==> src/rtl/ifu_pkg.sv <==
// Shared core package: fetch FSM state encoding and the canonical NOP
// that stands in for faulted fetches.
package ifu_pkg;

    typedef enum logic [1:0] {
        REQ  = 2'd0,
        WAIT = 2'd1,
        HOLD = 2'd2,
        DROP = 2'd3
    } ifu_state_t;

    // addi x0, x0, 0
    localparam logic [31:0] NOP_INST = 32'h0000_0013;

endpackage

==> src/rtl/ifu.sv <==
// Instruction fetch unit: single-outstanding bus fetcher with a one-entry
// hold buffer towards decode and redirect handling from execute.
module ifu #(
    parameter int              XLEN     = 32,
    parameter logic [XLEN-1:0] PC_RESET = XLEN'(32'h8000_0000)
) (
    input  logic            clk,
    input  logic            rst,
    output logic            ibus_req_valid,
    input  logic            ibus_req_ready,
    output logic [XLEN-1:0] ibus_req_addr,
    input  logic            ibus_rsp_valid,
    input  logic [XLEN-1:0] ibus_rsp_data,
    input  logic            ibus_rsp_err,
    output logic            if_valid,
    input  logic            if_ready,
    output logic [XLEN-1:0] if_inst,
    output logic [XLEN-1:0] if_pc,
    output logic            if_fault,
    input  logic            redirect_valid,
    input  logic [XLEN-1:0] redirect_pc
);
    import ifu_pkg::*;

    localparam logic [XLEN-1:0] W_NOP = XLEN'(NOP_INST);

    ifu_state_t      r_state;
    logic [XLEN-1:0] r_pc;
    logic [XLEN-1:0] r_hold_inst;
    logic [XLEN-1:0] r_hold_pc;
    logic            r_hold_fault;
    logic            r_drop;

    ifu_state_t      w_state_nxt;
    logic [XLEN-1:0] w_pc_nxt;
    logic [XLEN-1:0] w_hold_inst_nxt;
    logic [XLEN-1:0] w_hold_pc_nxt;
    logic            w_hold_fault_nxt;
    logic            w_drop_nxt;
    logic            w_rsp;
    logic            w_misalign;
    logic            w_inflight;

    // A response that arrives while r_drop is set belongs to an abandoned fetch.
    assign w_rsp      = ibus_rsp_valid & ~r_drop;
    assign w_misalign = redirect_valid & (|redirect_pc[1:0]);
    assign w_inflight = ((r_state == REQ) & ibus_req_ready) |
                        (((r_state == WAIT) | (r_state == DROP)) & ~w_rsp);

    // NOTE: every always_comb output gets a default first so no path infers a latch.
    always_comb begin
        w_state_nxt      = r_state;
        w_pc_nxt         = r_pc;
        w_hold_inst_nxt  = r_hold_inst;
        w_hold_pc_nxt    = r_hold_pc;
        w_hold_fault_nxt = r_hold_fault;
        w_drop_nxt       = r_drop;

        if (ibus_rsp_valid && r_drop) begin
            w_drop_nxt = 1'b0;
        end

        if (w_misalign) begin
            w_state_nxt      = HOLD;
            w_pc_nxt         = redirect_pc;
            w_hold_inst_nxt  = W_NOP;
            w_hold_pc_nxt    = redirect_pc;
            w_hold_fault_nxt = 1'b1;
            if (w_inflight) begin
                w_drop_nxt = 1'b1;
            end
        end else if (redirect_valid) begin
            w_pc_nxt = redirect_pc;
            case (r_state)
                REQ:     w_state_nxt = ibus_req_ready ? DROP : REQ;
                WAIT:    w_state_nxt = w_rsp ? REQ : DROP;
                HOLD:    w_state_nxt = REQ;
                DROP:    w_state_nxt = w_rsp ? REQ : DROP;
                default: w_state_nxt = REQ;
            endcase
        end else begin
            case (r_state)
                REQ: begin
                    if (ibus_req_ready) w_state_nxt = WAIT;
                end
                WAIT: begin
                    if (w_rsp) begin
                        w_state_nxt      = HOLD;
                        w_hold_inst_nxt  = ibus_rsp_err ? W_NOP : ibus_rsp_data;
                        w_hold_pc_nxt    = r_pc;
                        w_hold_fault_nxt = ibus_rsp_err;
                    end
                end
                HOLD: begin
                    if (if_ready) begin
                        w_state_nxt = REQ;
                        w_pc_nxt    = r_pc + XLEN'(4);
                    end
                end
                DROP: begin
                    if (w_rsp) w_state_nxt = REQ;
                end
                default: w_state_nxt = REQ;
            endcase
        end
    end

    // NOTE: state uses non-blocking assignments so every register samples pre-edge values.
    always_ff @(posedge clk) begin
        if (rst) begin
            r_state      <= REQ;
            r_pc         <= PC_RESET;
            r_hold_inst  <= '0;
            r_hold_pc    <= '0;
            r_hold_fault <= 1'b0;
            r_drop       <= 1'b0;
        end else begin
            r_state      <= w_state_nxt;
            r_pc         <= w_pc_nxt;
            r_hold_inst  <= w_hold_inst_nxt;
            r_hold_pc    <= w_hold_pc_nxt;
            r_hold_fault <= w_hold_fault_nxt;
            r_drop       <= w_drop_nxt;
        end
    end

    assign ibus_req_valid = (r_state == REQ) & ~rst;
    assign ibus_req_addr  = r_pc;
    assign if_valid       = (r_state == HOLD) & ~rst;
    assign if_inst        = r_hold_inst;
    assign if_pc          = r_hold_pc;
    assign if_fault       = r_hold_fault;

endmodule
==> config.mk <==
export PLATFORM = sky130hd
export DESIGN_NAME = ifu
export DESIGN_NICKNAME = d
export VERILOG_FILES = /design/src/rtl/ifu_pkg.sv /design/src/rtl/ifu.sv
export SDC_FILE = /design/constraint.sdc
export NUM_CORES = 1
export LEC_CHECK = 0
export ABC_AREA = 1
export CORE_MARGIN = 1.5
export CORE_UTILIZATION = 35
export CTS_BUF_LIST = sky130_fd_sc_hd__clkbuf_8
export DETAILED_ROUTE_END_ITERATION = 10
export PLACE_DENSITY = 0.65
export SLEW_MARGIN = 20
export SYNTH_ARGS = -nofsm -noshare
export SYNTH_HDL_FRONTEND = slang
export SYNTH_SLANG_ARGS = --single-unit
==> constraint.sdc <==
create_clock -name clk -period 4.2 [get_ports clk]
set_input_delay 0.84 -clock clk [delete_from_list [all_inputs] [get_ports clk]]
set_output_delay 0.84 -clock clk [all_outputs]
set_load 0.005 [all_outputs]
Word level (Yosys, flattened, before mapping) --
Cells that the tools add are included.
Cells by class: add/subtract/negate cells 1, equal/unequal tests 12, multiplexer cells 30, bitwise logic cells 12, reduce and logical (&&, ||, !) cells 14
Operator list (number):
- 32-bit two-way mux | 9
- 32-bit by 3-bit adder with 32-bit output (second input constant) | 1
- 5-bit two-way mux | 4
- 2-bit two-way mux | 8
- 4-bit != test (second input constant) | 4
- 3-bit != test (second input constant) | 4
- 2-bit case mux with 4 select lines | 1
- 4-bit AND reduction | 2
- 1-bit two-way mux | 7
- 1-bit AND | 6
- 2-bit case mux with 3 select lines | 1
- 3-bit AND reduction | 2
- 3-bit nonzero test | 2
- 2-bit OR reduction | 3
- 2-bit equality test (second input constant) | 2
- 1-bit inverter | 4
- 2-bit nonzero test | 2
- 2-bit by 1-bit equality test with 1-bit output (second input constant) | 1
- 2-bit logical NOT | 1
- 2-bit by 1-bit != test with 1-bit output (second input constant) | 1
- 1-bit bitwise OR | 2
- 2-bit AND reduction | 1
- 1-bit logical AND | 1
Word-level totals: register bits after elaboration 100, bits of input ports 71, output and inout bits 99, word-level logic and storage cells 77

Logic depth before layout (Yosys ltp) --
Gate-level depths: netlist of the first run.
depth after elaboration 7, depth in mapped cells 10, mapped depth without buffers 10

Worst setup path after synthesis of the first run --
No wires, ideal clock.
path kind input port to output port, from in rst, to out ibus_req_valid, arrival time 1.512 ns, data required time 3.360 ns, setup slack 1.848 ns, stages 3, path buffers 2, cells stage by stage buf_1 > clkbuf_1 > nor2_1
Between the ends: longest elaborated chain between the ends 2
RTL lines:
- start: declaration | line ifu.sv:8 | input logic rst,
- 1-bit inverter | line ifu.sv:127 | assign ibus_req_valid = (r_state == REQ) & ~rst;
- 1-bit AND | line ifu.sv:127
- end: declaration | line ifu.sv:9 | output logic ibus_req_valid,
No other way between the ends.

Worst setup path after layout of the first run --
from in redirect_valid, to reg r_hold_pc[31], in the netlist if_pc[31]
Between the ends: longest elaborated chain between the ends 3, elaborated cells between the ends (all ways) 6, classes of those cells 1 x eq/ne; 1 x mux; 1 x bitwise; 3 x reduce/logical
RTL lines:
- start: declaration | line ifu.sv:20 | input logic redirect_valid,
- 1-bit AND | line ifu.sv:46 | assign w_misalign = redirect_valid & (|redirect_pc[1:0]);
- 2-bit by 1-bit != test with 1-bit output (no line) or 2-bit nonzero test (tied branches)
- 3-bit AND reduction (no line)
- end signal: assignment | line ifu.sv:121 | r_hold_pc <= w_hold_pc_nxt;
- end: declaration | line ifu.sv:30 | logic [XLEN-1:0] r_hold_pc;
Several ways; a longest one is shown, not always the timed one. A chain may end at the register's enable or synchronous reset.

==> flow_metrics.tcl, run 1 <==
set metrics [dict create \
    tritoncts "yes" \
    fin_cells 1062 \
    drtIter0Drc 410 \
    netlist_instances 731 \
    min_period_ps 3120 \
    drc_errors 0 \
    numCtsBuffers 9 \
    power.share.sequential_pct 51.5 \
    antenna_left 0 \
    path_class "primary input to flip-flop" \
    slew_violations 0 \
    final.fill_count 1469 \
    synthesis.area_um2 4970 \
    clkTransAtPathRegs_ps 100 \
    clock-sinks 100 \
    report.final.setup_viol 0 \
    sw_frac_of_total_pct 28.9 \
    whs_endpoint "if_inst[8]$_SDFFE_PP0P_" \
    place.gp.congestion 0.892 \
    hold_viol 0 \
    hold_class "flip-flop to flip-flop" \
    nets 950 \
    syn-num-nets 803 \
    vias 5332 \
    reg2reg_slack_ps 2160 \
    rows 43 \
    final.setup.worst_slack_ps 1080 \
    first_pass_iters 5 \
    clockRootBuffer "clkbuf_8" \
    drt-total-wl_mm 16.6 \
    power.switching_mw 0.590 \
    die_y_um 122 \
    ys_seq_area_share_pct 40.3 \
    power.internal_mw 1.45 \
    r2r_start "r_drop$_SDFF_PP0_" \
    required_ps 4500 \
    r2r_end "if_pc[31]$_SDFFE_PP0P_" \
    antenna_cells 0 \
    post_cts_resize_count 0 \
    initial_core_util_pct 35.8 \
    core_area_um2 13900 \
    dp.final_hpwl_mm 12.3 \
    clkPwrFrac_pct 28.5 \
    port_buffers 169 \
    powerDensity_nw_per_um2 297 \
    htreeDepth 3 \
    post_cts_buffers 0 \
    drive_above_1_share_pct 4.88 \
    gr-total-overflow 0 \
    maxCapViolCount 0 \
    crit_path_end_kind "flip-flop" \
    arrival_ps 3420 \
    p_leak_nw 2.51 \
    grt_first_pass_wirelength_mm 25.3 \
    skew_ps 13.7 \
    slew_headroom_pct 43.1 \
    viasPerCell 5.02 \
    holdCritStartpoint "if_inst[8]$_SDFFE_PP0P_" \
    holdPathStages 2 \
    wl_per_cell_um 15.6 \
    syn_area_per_cell_um2 6.80 \
    dp_slack_ps 721 \
    die_area_um2 14900 \
    critPathMaxFanout 36 \
    cts_max_path_buffers 2 \
    grt_max_degree 39 \
    ys_ff_latch 100 \
    fin_crit_sh_pct 74.3 \
    outcome "finished, final reports clean" \
    postCtsHoldBufs 0 \
    clk_latency_ps 380 \
    dpl.cell_count 1047 \
    pin_count 170 \
    antenna_found_initial 0 \
    synth.distinct_cells 34 \
    most-common-layout-cells "nand2_1 (175), clkdlybuf4s50_1 (169), nor2_1 (113)" \
    reg2reg_depth 7 \
    die_width_um 122 \
    grt_usage_pct 22.0 \
    area_growth_pct 38.2 \
    startpoint_type "primary input" \
    grt_pass1_vias 4801 \
    rsz0062_at_grt "false" \
    final_common_cell "nand2_1" \
    max-vdd-ir-drop_mv 0.134 \
    fmax_mhz 320 \
    comb_power_share_pct 20.0 \
    finalSetupTns_ps 0 \
    tightest_slew_ps 853 \
    yosysWarnings 0 \
]
-- cells by family (layout without fill, tap and decap cells) --
kind of cell / count (synthesis) / after routing / share of synthesized area, %
flops: 100 / 100 / 40.3
buf+inv: 97 / 248 / 9.06
simple gates: 371 / 371 / 32.0
xor+xnor: 11 / 11 / 1.94
compound gates: 151 / 151 / 16.5
fa+ha+maj: 1 / 1 / 0.252
-- cell type report --
cell class | instances | area (µm²) | share of cell area (%)
Timing Repair Buffer | 173 | 1720 | 25.1
Multi-Input combinational cell | 534 | 2520 | 36.7
Inverter | 60 | 228 | 3.31
Clock buffer | 11 | 151 | 2.20
Sequential cell | 100 | 2000 | 29.1
Tap cell | 180 | 225 | 3.28
Clock inverter | 4 | 25.0 | 0.364
-- how the worst max path moves through the flow --
stage | slack, ps | start | depth (start not counted) | to
floorplan | 1850 | rst | 3 | ibus_req_valid
global placement | 780 | redirect_valid | 8 | if_pc[31]$_SDFFE_PP0P_
detailed placement | 720 | redirect_valid | 7 | if_inst[9]$_SDFFE_PP0P_
CTS | 1120 | redirect_valid | 8 | if_pc[31]$_SDFFE_PP0P_
global route | 830 | redirect_valid | 8 | if_pc[31]$_SDFFE_PP0P_
finish | 1080 | redirect_valid | 8 | if_pc[31]$_SDFFE_PP0P_
-- metal layers --
metal / global-route usage, % / part of all wire, % / vias up
met4: 8.07 / 2.0 / 0
met2: 33.3 / 45 / 192
met5: 0 / 0 / -
met3: 3.51 / 6.6 / 23
li1: - / - / 2687
met1: 31.4 / 47 / 2430
-- power by group through the flow --
stage / Combinational (mW) / Sequential (mW) / Clock [mW]
5_1_grt: 0.451 / 1.06 / 0.638
6_report: 0.409 / 1.05 / 0.582
2_1_floorplan: 0.195 / 1.06 / 0
3_3_place_gp: 0.407 / 1.07 / 0
3_5_place_dp: 0.407 / 1.07 / 0
4_1_cts: 0.409 / 1.05 / 0.597
-- sequential cells by signal, summed over array words and instances, names as in the netlist --
signal	cells
ibus_req_addr	32
r_state	2
r_drop	1
if_fault	1
if_pc	32
if_inst	32
-- per-stage QoR --
stage	hold slack [ps]	utilization [%]	area (µm²)	total power, mW
2_1_floorplan	444	-	4970	1.26
5_1_grt	485	49.5	6870	2.15
4_1_cts	468	49.5	6870	2.06
3_3_place_gp	451	48.2	6700	1.48
6_report	468	49.5	6870	2.04
3_5_place_dp	454	48.2	6700	1.48
-- Yosys cell counts, drive strengths merged --
| cell | number | area (µm²) |
|---|---|---|
| buf | 26 | 181 |
| nor4 | 2 | 25.0 |
| o221ai | 1 | 8.76 |
| a211oi | 1 | 12.5 |
| dfxtp | 100 | 2000 |
| ha | 1 | 12.5 |
| o311ai | 1 | 8.76 |
| a22oi | 1 | 7.51 |
| xor2 | 9 | 78.8 |
| nand3 | 58 | 303 |
| nor3 | 5 | 25.0 |
| nor2 | 122 | 523 |
| o22ai | 22 | 138 |
| clkbuf | 11 | 41.3 |
| nand2 | 179 | 682 |
| xnor2 | 2 | 17.5 |
| a31oi | 14 | 87.6 |
| and2 | 1 | 6.26 |
| a21oi | 62 | 310 |
| inv | 60 | 228 |
| nand4 | 4 | 25.0 |
| o21ai | 49 | 249 |
-- critical path: stages --
cell and delay (ps):
clkdlybuf4s50_1 690, inv_2 380, nand3_4 140, nor2_8 450, inv_2 410, nor3_1 260
a21oi_1 80, a21oi_1 160
Note: power is estimated with default switching activity, not from simulation.
==> inputs of run 2 (changes only) <==
--- a/config.mk
+++ b/config.mk
@@ -10,7 +10,7 @@
 export CORE_UTILIZATION = 35
 export CTS_BUF_LIST = sky130_fd_sc_hd__clkbuf_8
 export DETAILED_ROUTE_END_ITERATION = 10
-export PLACE_DENSITY = 0.65
+export PLACE_DENSITY = 0.68
 export SLEW_MARGIN = 20
 export SYNTH_ARGS = -nofsm -noshare
 export SYNTH_HDL_FRONTEND = slang
==> constraint.sdc (replaced) <==
create_clock -name clk -period 2.8 [get_ports clk]
set_input_delay 0.56 -clock clk [delete_from_list [all_inputs] [get_ports clk]]
set_output_delay 0.56 -clock clk [all_outputs]
set_load 0.005 [all_outputs]
==> flow_metrics.tcl, run 2 (synthesized netlist as in run 1, its figures left out) <==
set metrics [dict create \
    dpl.cell_count 1053 \
    drive_above_1_share_pct 5.52 \
    fin_cells 1067 \
    max-vdd-ir-drop_mv 0.197 \
    holdPathStages 2 \
    p_leak_nw 2.54 \
    power.switching_mw 0.905 \
    die_y_um 122 \
    antenna_left 0 \
    final_common_cell "nand2_1" \
    tightest_slew_ps 608 \
    post_cts_buffers 0 \
    first_pass_iters 5 \
    maxCapViolCount 0 \
    drt-total-wl_mm 16.5 \
    tritoncts "yes" \
    fmax_mhz 443 \
    slew_headroom_pct 59.4 \
    post_cts_resize_count 0 \
    crit_end "if_valid" \
    hold_viol 0 \
    port_buffers 169 \
    powerDensity_nw_per_um2 452 \
    r2r_end "ibus_req_addr[30]$_SDFFE_PP0P_" \
    gr-total-overflow 0 \
    dp.final_hpwl_mm 12.2 \
    rows 43 \
    most-common-layout-cells "nand2_1 (175), clkdlybuf4s50_1 (169), nor2_1 (113)" \
    clk_latency_ps 370 \
    power.share.sequential_pct 50.4 \
    postCtsHoldBufs 0 \
    grt_max_degree 38 \
    final.fill_count 1438 \
    clockRootBuffer "clkbuf_8" \
    reg2reg_slack_ps 1010 \
    placed_area_um2 6740 \
    final_cell_area_um2 6930 \
    path_class "primary input to output port" \
    critPathMaxFanout 4 \
    die_width_um 122 \
    comb_power_share_pct 19.8 \
    grt_first_pass_wirelength_mm 25.6 \
    nets 956 \
    power.internal_mw 2.23 \
    crit_path_end_kind "output port" \
    cts_max_path_buffers 2 \
    drtIter0Drc 481 \
    htreeDepth 3 \
    numCtsBuffers 9 \
    clkPwrFrac_pct 29.8 \
    wl_per_cell_um 15.5 \
    antenna_found_initial 0 \
    pin_count 170 \
    place.gp.congestion 0.939 \
    core_area_um2 13900 \
    min_period_ps 2260 \
    grt_usage_pct 22.1 \
    viasPerCell 5.01 \
    fin_crit_sh_pct 80.6 \
    dp_slack_ps 247 \
    antenna_cells 0 \
    skew_ps 9.25 \
    slew_violations 0 \
    rsz0062_at_grt "false" \
    r2r_start "ibus_req_addr[3]$_SDFFE_PP0P_" \
    clock-sinks 100 \
    reg2reg_depth 10 \
    final.setup.worst_slack_ps 542 \
    holdWs_ps 469 \
    clkTransAtPathRegs_ps 100 \
    startpoint "rst" \
    finalSetupTns_ps 0 \
    sw_frac_of_total_pct 28.9 \
    required_ps 2240 \
    hold_class "flip-flop to flip-flop" \
    drc_errors 0 \
    die_area_um2 14900 \
    report.final.setup_viol 0 \
    arrival_ps 1700 \
    startpoint_type "primary input" \
    area_growth_pct 39.4 \
    grt_pass1_vias 4955 \
    initial_core_util_pct 35.8 \
    vias 5345 \
    outcome "finished, final reports clean" \
]
[run 2: changes by cell type in the layout (fill, tap and decap cells not counted)]
cell        previous run  this run
clkbuf_8              11         9
buf_4                  4        10
inv_6                  1         0
clkinv_2               1         0
inv_8                  0         1
inv_1                 54        53
clkinvlp_4             1         3
bufinv_16              0         1
[run 2: cell type report]
cell class	count	area, µm²	area share, %
Inverter	60	228	3.29
Sequential cell	100	2000	28.9
Clock buffer	9	124	1.79
Tap cell	180	225	3.25
Timing Repair Buffer	179	1770	25.5
Clock inverter	5	63.8	0.921
Multi-Input combinational cell	534	2520	36.4
[run 2: worst min-delay path by stage]
stage                                  start                       end
floorplan                  r_drop$_SDFF_PP0_         r_drop$_SDFF_PP0_
global placement    if_inst[20]$_SDFFE_PP0P_  if_inst[20]$_SDFFE_PP0P_
detailed placement  if_inst[20]$_SDFFE_PP0P_  if_inst[20]$_SDFFE_PP0P_
CTS                 if_inst[20]$_SDFFE_PP0P_  if_inst[20]$_SDFFE_PP0P_
global route        if_inst[27]$_SDFFE_PP0P_  if_inst[27]$_SDFFE_PP0P_
finish              if_inst[27]$_SDFFE_PP0P_  if_inst[27]$_SDFFE_PP0P_
[run 2: stage by stage]
stage                     power, mW  utilization [%]
after floorplan                1.89                -
after global placement         2.22             48.6
after detailed placement       2.23             48.6
final                          3.13             49.9
after CTS                      3.16             49.9
after global routing           3.28             49.9
[run 2: power by group through the flow]
stage	Sequential, mW	Clock (mW)	Combinational, mW
2_1_floorplan	1.60	0	0.293
3_3_place_gp	1.61	0	0.613
3_5_place_dp	1.61	0	0.618
4_1_cts	1.58	0.958	0.621
5_1_grt	1.59	1.00	0.685
6_report	1.58	0.934	0.621
[run 2: critical path, stage by stage]
cell and delay (ps):
clkdlybuf4s50_1 480, nor2_1 150, clkdlybuf4s50_1 510
[run 2: routing by layer]
metal  global-route usage (%)  wire (µm)  vias to the layer above
li1                         -          -                     2695
met1                     31.0       7810                     2441
met2                     34.0       7280                      180
met3                     3.79       1050                       29
met4                     8.28        375                        0
met5                        0          0                        -
==> inputs of run 3 (changes only) <==
--- a/config.mk
+++ b/config.mk
@@ -10,7 +10,7 @@
 export CORE_UTILIZATION = 35
 export CTS_BUF_LIST = sky130_fd_sc_hd__clkbuf_8
 export DETAILED_ROUTE_END_ITERATION = 10
-export PLACE_DENSITY = 0.68
+export PLACE_DENSITY = 0.65
 export SLEW_MARGIN = 20
 export SYNTH_ARGS = -nofsm -noshare
 export SYNTH_HDL_FRONTEND = slang
==> constraint.sdc (replaced) <==
create_clock -name clk -period 2.3 [get_ports clk]
set_input_delay 0.46 -clock clk [delete_from_list [all_inputs] [get_ports clk]]
set_output_delay 0.46 -clock clk [all_outputs]
set_load 0.005 [all_outputs]
==> flow_metrics.tcl, run 3 (synthesized netlist as in run 1, its figures left out) <==
set metrics [dict create \
    outcome "finished, final reports clean" \
    max-vdd-ir-drop_mv 0.325 \
    nets 965 \
    die_width_um 122 \
    critPathMaxFanout 4 \
    drtIter0Drc 452 \
    startpoint_type "primary input" \
    place.gp.congestion 0.926 \
    report.final.setup_viol 0 \
    grt_pass1_vias 4770 \
    dp.final_hpwl_mm 12.6 \
    clkTransAtPathRegs_ps 90 \
    post_cts_buffers 0 \
    finalSetupTns_ps 0 \
    tritoncts "yes" \
    die_y_um 122 \
    fin_cells 1077 \
    grt_max_degree 38 \
    crit_path_end_kind "output port" \
    tightest_slew_ps 467 \
    htreeDepth 3 \
    wl_per_cell_um 15.6 \
    antenna_left 0 \
    drc_errors 0 \
    holdCritStartpoint "if_inst[3]$_SDFFE_PP0P_" \
    postCtsHoldBufs 0 \
    first_pass_iters 5 \
    cts_max_path_buffers 2 \
    dpl.cell_count 1062 \
    fmax_mhz 487 \
    regArea_um2 2000 \
    totalPowerFinal_mw 3.96 \
    p_leak_nw 2.62 \
    antenna_cells 0 \
    clockRootBuffer "clkbuf_8" \
    area_growth_pct 41.8 \
    pin_count 170 \
    rsz0062_at_grt "false" \
    port_buffers 169 \
    powerDensity_nw_per_um2 562 \
    rows 43 \
    fin_crit_sh_pct 89.4 \
    viasPerCell 4.97 \
    final_common_cell "nand2_1" \
    initial_core_util_pct 35.8 \
    min_period_ps 2060 \
    maxCapViolCount 0 \
    multi_input_area_um2 2520 \
    path_class "primary input to output port" \
    antenna_found_initial 0 \
    most-common-layout-cells "nand2_1 (175), clkdlybuf4s50_1 (169), nor2_1 (113)" \
    final.setup.worst_slack_ps 245 \
    vias 5351 \
    hold_class "flip-flop to flip-flop" \
    post_cts_resize_count 0 \
    fin_util_pct 50.8 \
    startpoint "rst" \
    gr-total-overflow 0 \
    core_area_um2 13900 \
    skew_ps 5.91 \
    grt_first_pass_wirelength_mm 25.4 \
    drt-total-wl_mm 16.8 \
    slew_violations 0 \
    die_area_um2 14900 \
    drive_above_1_share_pct 6.47 \
    required_ps 1840 \
    final.fill_count 1400 \
    slew_headroom_pct 68.9 \
    hold_viol 0 \
    clk_latency_ps 380 \
    arrival_ps 1600 \
    grt_usage_pct 22.1 \
    numCtsBuffers 9 \
    r2r_start "ibus_req_addr[2]$_SDFFE_PP0P_" \
    dp_slack_ps 161 \
    clock-sinks 100 \
]
[run 3: changes by cell type in the layout (fill, tap and decap cells not counted), sizes merged]
cell      delta
buf          +9
clkinv       +2
clkinvlp     -3
clkbuf       +1
bufinv       +1
[run 3: metrics by stage]
step | instance area, µm² | hold WS, ps
4_1_cts | 7050 | 468
2_1_floorplan | 4970 | 444
5_1_grt | 7050 | 485
3_3_place_gp | 6830 | 452
3_5_place_dp | 6830 | 455
6_report | 7050 | 468
[run 3: critical path, cell delays in order]
cell	delay (ps)
clkdlybuf4s50_1	470
nor2_1	150
clkdlybuf4s50_1	510
[run 3: worst paths after layout]
kind,endpoint,slack [ps],depth (start not counted)
worst max-delay path,ibus_req_valid,240,3
worst min-delay path,if_inst[3]$_SDFFE_PP0P_,470,2
worst max register to register,ibus_req_addr[20]$_SDFFE_PP0P_,580,10
worst min register to register,if_inst[3]$_SDFFE_PP0P_,470,2
[run 3: final cells by class]
cell class                 count  area share (%)
clock inverter                 5            1.10
multi-input combinational    534            35.7
inverter                      60            3.23
clock buffer                  10            1.95
tap                          180            3.19
timing repair buffer         188            26.4
sequential                   100            28.4
[run 3: per-layer routing]
layer	up-vias	routed length, µm	global-route usage, %
met5	-	0	0
met4	0	355	8.28
met3	25	1060	3.93
met2	183	7330	32.5
met1	2432	8030	32.1
li1	2711	-	-
[run 3: where the power goes]
part	internal, mW	switching, mW	leakage (nW)
clock network	0.633	0.630	0.114
logic	0.403	0.377	1.68
registers	1.83	0.0934	0.821
